**config.mk**
```make
export PLATFORM = sky130hd
export DESIGN_NAME = hdc_cleanup_search
export DESIGN_NICKNAME = d
export VERILOG_FILES = /design/src/rtl/hdc_pkg.sv /design/src/rtl/hdc_popcount.sv /design/src/rtl/hdc_cleanup_search.sv
export SDC_FILE = /design/constraint.sdc
export NUM_CORES = 1
export LEC_CHECK = 0
export ABC_AREA = 1
export ABC_CLOCK_PERIOD_IN_PS = 14100
export BUFFER_PORTS_ARGS = -buffer_cell sky130_fd_sc_hd__clkbuf_2
export CAP_MARGIN = 40
export CORE_AREA = 2 2 109 111
export DETAILED_ROUTE_END_ITERATION = 12
export DIE_AREA = 0 0 111 113
export SLEW_MARGIN = 5
export SYNTH_ARGS = -nofsm -noshare
export SYNTH_HDL_FRONTEND = slang
export SYNTH_SLANG_ARGS = --single-unit
```
**constraint.sdc**
```tcl
create_clock -name clk -period 14.1 [get_ports clk]
set_input_delay 1.41 -clock clk [delete_from_list [all_inputs] [get_ports clk]]
set_output_delay 1.41 -clock clk [all_outputs]
set_load 0.005 [all_outputs]
```
**src/rtl/hdc_pkg.sv**
```systemverilog
// Shared types and default sizes for the HDC cleanup datapath.
// Default hypervector and codebook dimensions live here.
package hdc_pkg;

    localparam int DEF_VECTOR_LEN  = 32;
    localparam int DEF_NUM_ENTRIES = 16;
    localparam int DEF_IDX_W       = $clog2(DEF_NUM_ENTRIES);
    localparam int DEF_SCORE_W     = $clog2(DEF_VECTOR_LEN + 1);

    typedef enum logic [1:0] {
        IDLE,
        SCAN,
        DRAIN,
        DONE
    } cleanup_state_t;

    typedef logic [DEF_SCORE_W-1:0] score_t;
    typedef logic [DEF_IDX_W-1:0]   idx_t;

endpackage

```
**src/rtl/hdc_popcount.sv**
```systemverilog
// XNOR similarity: counts matching dimensions of two bipolar vectors.
// Purely combinational; shared with the other similarity units.
module hdc_popcount
    import hdc_pkg::*;
#(
    parameter int VECTOR_LEN = DEF_VECTOR_LEN,
    parameter int SCORE_W    = $clog2(VECTOR_LEN + 1)
) (
    input  logic [VECTOR_LEN-1:0] query,
    input  logic [VECTOR_LEN-1:0] entry,
    output logic [SCORE_W-1:0]    score
);

    logic [VECTOR_LEN-1:0] match;

    assign match = ~(query ^ entry);

    always_comb begin
        score = '0;
        for (int i = 0; i < VECTOR_LEN; i++) begin
            score = score + SCORE_W'(match[i]);
        end
    end

endmodule

```
**src/rtl/hdc_cleanup_search.sv**
```systemverilog
// Codebook cleanup: scans all entries, returns best XNOR-popcount match.
// Optional HDC_CLEANUP_EARLY_EXIT_EN stops the scan on a perfect match.
module hdc_cleanup_search
    import hdc_pkg::*;
#(
    parameter int VECTOR_LEN  = DEF_VECTOR_LEN,
    parameter int NUM_ENTRIES = DEF_NUM_ENTRIES,
    parameter int IDX_W       = $clog2(NUM_ENTRIES),
    parameter int SCORE_W     = $clog2(VECTOR_LEN + 1)
) (
    input  logic                  clk,
    input  logic                  rst_n,
    input  logic                  query_valid,
    output logic                  query_ready,
    input  logic [VECTOR_LEN-1:0] query_vec,
    output logic                  cb_rd_en,
    output logic [IDX_W-1:0]      cb_rd_addr,
    input  logic [VECTOR_LEN-1:0] cb_rd_data,
    output logic                  result_valid,
    input  logic                  result_ready,
    output logic [IDX_W-1:0]      result_idx,
    output logic [SCORE_W-1:0]    result_score
);

    localparam logic [IDX_W-1:0] LAST_ADDR = IDX_W'(NUM_ENTRIES - 1);

    cleanup_state_t        state;
    logic [VECTOR_LEN-1:0] query_q;
    logic                  pipe_valid;
    logic [IDX_W-1:0]      pipe_idx;
    logic [SCORE_W-1:0]    best_score;
    logic [IDX_W-1:0]      best_idx;
    logic [SCORE_W-1:0]    score;
    logic                  upd;
    logic                  hit;
    logic [SCORE_W-1:0]    nxt_score;
    logic [IDX_W-1:0]      nxt_idx;

    hdc_popcount #(
        .VECTOR_LEN (VECTOR_LEN),
        .SCORE_W    (SCORE_W)
    ) u_popcount (
        .query (query_q),
        .entry (cb_rd_data),
        .score (score)
    );

    // Entry 0 always seeds the best; later entries must beat it strictly.
    assign upd = pipe_valid
               && (state == SCAN || state == DRAIN)
               && (pipe_idx == '0 || score > best_score);

    assign nxt_score = upd ? score : best_score;
    assign nxt_idx   = upd ? pipe_idx : best_idx;

`ifdef HDC_CLEANUP_EARLY_EXIT_EN
    assign hit = pipe_valid
              && state == SCAN
              && score == SCORE_W'(VECTOR_LEN);
`else
    assign hit = 1'b0;
`endif

    always_ff @(posedge clk or negedge rst_n) begin
        if (!rst_n) begin
            state        <= IDLE;
            query_q      <= '0;
            query_ready  <= 1'b0;
            cb_rd_en     <= 1'b0;
            cb_rd_addr   <= '0;
            pipe_valid   <= 1'b0;
            pipe_idx     <= '0;
            best_score   <= '0;
            best_idx     <= '0;
            result_valid <= 1'b0;
            result_idx   <= '0;
            result_score <= '0;
        end else begin
            pipe_valid <= cb_rd_en;
            pipe_idx   <= cb_rd_addr;
            best_score <= nxt_score;
            best_idx   <= nxt_idx;
            unique case (state)
                IDLE: begin
                    if (query_valid && query_ready) begin
                        query_q     <= query_vec;
                        query_ready <= 1'b0;
                        cb_rd_en    <= 1'b1;
                        cb_rd_addr  <= '0;
                        state       <= SCAN;
                    end else begin
                        query_ready <= 1'b1;
                    end
                end
                SCAN: begin
                    // A perfect hit drops the read issued this cycle.
                    if (hit) begin
                        cb_rd_en     <= 1'b0;
                        result_valid <= 1'b1;
                        result_idx   <= nxt_idx;
                        result_score <= nxt_score;
                        state        <= DONE;
                    end else if (cb_rd_addr == LAST_ADDR) begin
                        cb_rd_en <= 1'b0;
                        state    <= DRAIN;
                    end else begin
                        cb_rd_addr <= cb_rd_addr + 1'b1;
                    end
                end
                DRAIN: begin
                    result_valid <= 1'b1;
                    result_idx   <= nxt_idx;
                    result_score <= nxt_score;
                    state        <= DONE;
                end
                DONE: begin
                    if (result_ready) begin
                        result_valid <= 1'b0;
                        query_ready  <= 1'b1;
                        state        <= IDLE;
                    end
                end
            endcase
        end
    end

endmodule

```
==> results_dict.tcl <==
set metrics [dict create \
    syn_nets 547 \
    outcome "complete, no violations" \
    min_to "pipe_valid" \
    antenna_found_initial 0 \
    dp_hpwl_um 6160 \
    drv_cap 0 \
    postCtsSetupBuffers 0 \
    ys_warn_count 0 \
    ys_seq_area_frac 0.422 \
    path_common_cell "fa_1" \
    root_buffer "clkbuf_16" \
    post-route-period-util 0.523 \
    drive_above_1_share 0.201 \
    grt.total_usage 0.141 \
    fp.dieArea_sq_um 12500 \
    initial_core_util 0.347 \
    routed_via_density 4.39 \
    row_count 39 \
    cpLargestDelayFamily "adder cells" \
    grt_pass1_vias 3158 \
    core_area_sq_um 11300 \
    vias 2948 \
    wl_per_cell_um 12.0 \
    first_pass_iters 4 \
    clock_latency_ns 0.33 \
    rsz0062_at_grt "no" \
    slowest_delay_ns 0.57 \
    hold_buffers 0 \
    crit-reg2reg-capture "result_score[2]" \
    ant_nets 0 \
    synthCells 436 \
    critPathBufInv 5 \
    ys_types 29 \
    nets 635 \
    skew_ns 0.00613 \
    setup_viol 0 \
    multiInputGateArea_sq_um 1950 \
    cp-end-kind "register" \
    port_buffers 84 \
    clk_pin_slew_ns 0.05 \
    tightest_slew_ns 0.753 \
    ys_ff_latch 66 \
    cts_tree "done" \
    mostFrequentLayoutCell "nand2_1" \
    grt_pass1_wl_um 14100 \
    drt_iter0_drc 110 \
    finalHoldViolCount 0 \
    grt_max_degree 66 \
    mostFrequentLayoutCells "nand2_1, clkbuf_2, inv_1" \
    r2r_start "query_q[1]" \
    synth_area_per_cell_sq_um 8.97 \
    required_ns 14.37 \
    min_path_cells 0 \
    post-route-drc-count 0 \
    cts_made_buffers 9 \
    die_x_um 111 \
    drt-total-wl_um 8020 \
    area.sequential_sq_um 1650 \
    setup.worst_path.class "in -> reg" \
    io_pins 85 \
    area_delta_synth_final_pct 22.6 \
    crit_fanout 11 \
    hp-class "reg -> reg" \
    max_freq_ghz 0.136 \
    h-tree-depth 3 \
    clockBufferDepth 2 \
    crit_path_start_kind "primary input" \
    hp-start "cb_rd_en" \
    min_period_ns 7.37 \
    cts.repair.resized 0 \
    final.fill_count 1128 \
    antenna_cells 0 \
    setup_tns_ns 0 \
    r2r_cells 28 \
    cts.sinks 66 \
    netlist_area_sq_um 3910 \
    die_height_um 113 \
    drv_slew 0 \
    cp.arrival_ns 7.64 \
    grt_remaining_overflow 0 \
    cp_slowest_cell "fa_1" \
    slew_headroom 0.497 \
    r2r_slack_ns 7.48 \
    gp_routability_congestion 0.793 \
]
[metrics by stage]
step	worst slack [ns]	cells	area, sq um	hold WS (ns)	utilization
6_report	6.73	671	4800	0.406	0.425
3_3_place_gp	6.51	654	4470	0.387	0.396
3_5_place_dp	6.40	656	4520	0.394	0.401
4_1_cts	6.71	671	4800	0.407	0.425
2_1_floorplan	6.90	436	3910	0.396	-
5_1_grt	6.29	671	4800	0.418	0.425
[kinds of logic (layout without fill, tap and decap cells)]
group	after synthesis	in the layout	synth area share
AO/OA/AOI/OAI	19	19	0.0298
XOR/XNOR	35	35	0.0784
adder cells (fa/ha/maj)	43	43	0.184
buffers and inverters	78	170	0.0781
flip-flops	66	66	0.422
AND/OR/NAND/NOR	195	195	0.208
[cell type report]
type | count | share of cell area
clock buffer | 13 | 0.0543
clock inverter | 2 | 0.00261
inverter | 68 | 0.0532
multi-input combinational | 292 | 0.408
sequential | 66 | 0.344
tap | 143 | 0.0373
timing repair buffer | 87 | 0.101
[how the worst max path moves through the flow]
stage | start | endpoint | depth (start not counted)
final | cb_rd_data[1] | result_score[2] | 29
after global routing | cb_rd_data[1] | result_score[1] | 29
after CTS | cb_rd_data[1] | result_score[2] | 29
after detailed placement | cb_rd_data[1] | result_idx[3] | 29
after global placement | cb_rd_data[1] | result_score[1] | 29
after floorplan | cb_rd_data[0] | best_score[4] | 27
[Yosys cell counts]
master,n,area share
a21oi_1,5,0.0064
a22oi_1,1,0.0019
a32o_1,1,0.0026
and2_1,10,0.016
buf_1,1,0.00096
buf_2,4,0.0051
buf_6,1,0.0029
clkbuf_1,4,0.0038
dfrtp_1,66,0.42
fa_1,24,0.12
ha_1,19,0.061
inv_1,68,0.065
nand2_1,150,0.14
nand2_2,2,0.0032
nand3_1,25,0.032
nand3_2,1,0.0026
nand3b_1,1,0.0019
nand4_1,1,0.0016
nor2_1,2,0.0019
nor2_2,2,0.0032
o211ai_1,1,0.0019
o21a_1,2,0.0038
o21ai_0,6,0.0077
o21ai_1,1,0.0013
o21ai_2,1,0.0022
o31ai_1,1,0.0019
or2_1,1,0.0016
xnor2_1,18,0.040
xor2_1,17,0.038
[sequential cells by signal, summed over array words and instances (netlist names)]
name and cells:
best_score 6, result_score 6, state 2, cb_rd_addr 4
result_idx 4, result_valid 1, query_ready 1, pipe_valid 1
best_idx 4, query_q 32, cb_rd_en 1, pipe_idx 4
[per-layer routing]
metal | track usage | vias to the layer above | part of all wire
met5 | 0 | - | 0
li1 | - | 1489 | -
met1 | 0.175 | 1387 | 0.47
met2 | 0.236 | 56 | 0.47
met4 | 0.0683 | 0 | 0.025
met3 | 0.0321 | 16 | 0.037
Power is left out: the tool's default activity adds up to more than one toggle a clock period on the data nets, which glitch-free logic cannot reach.
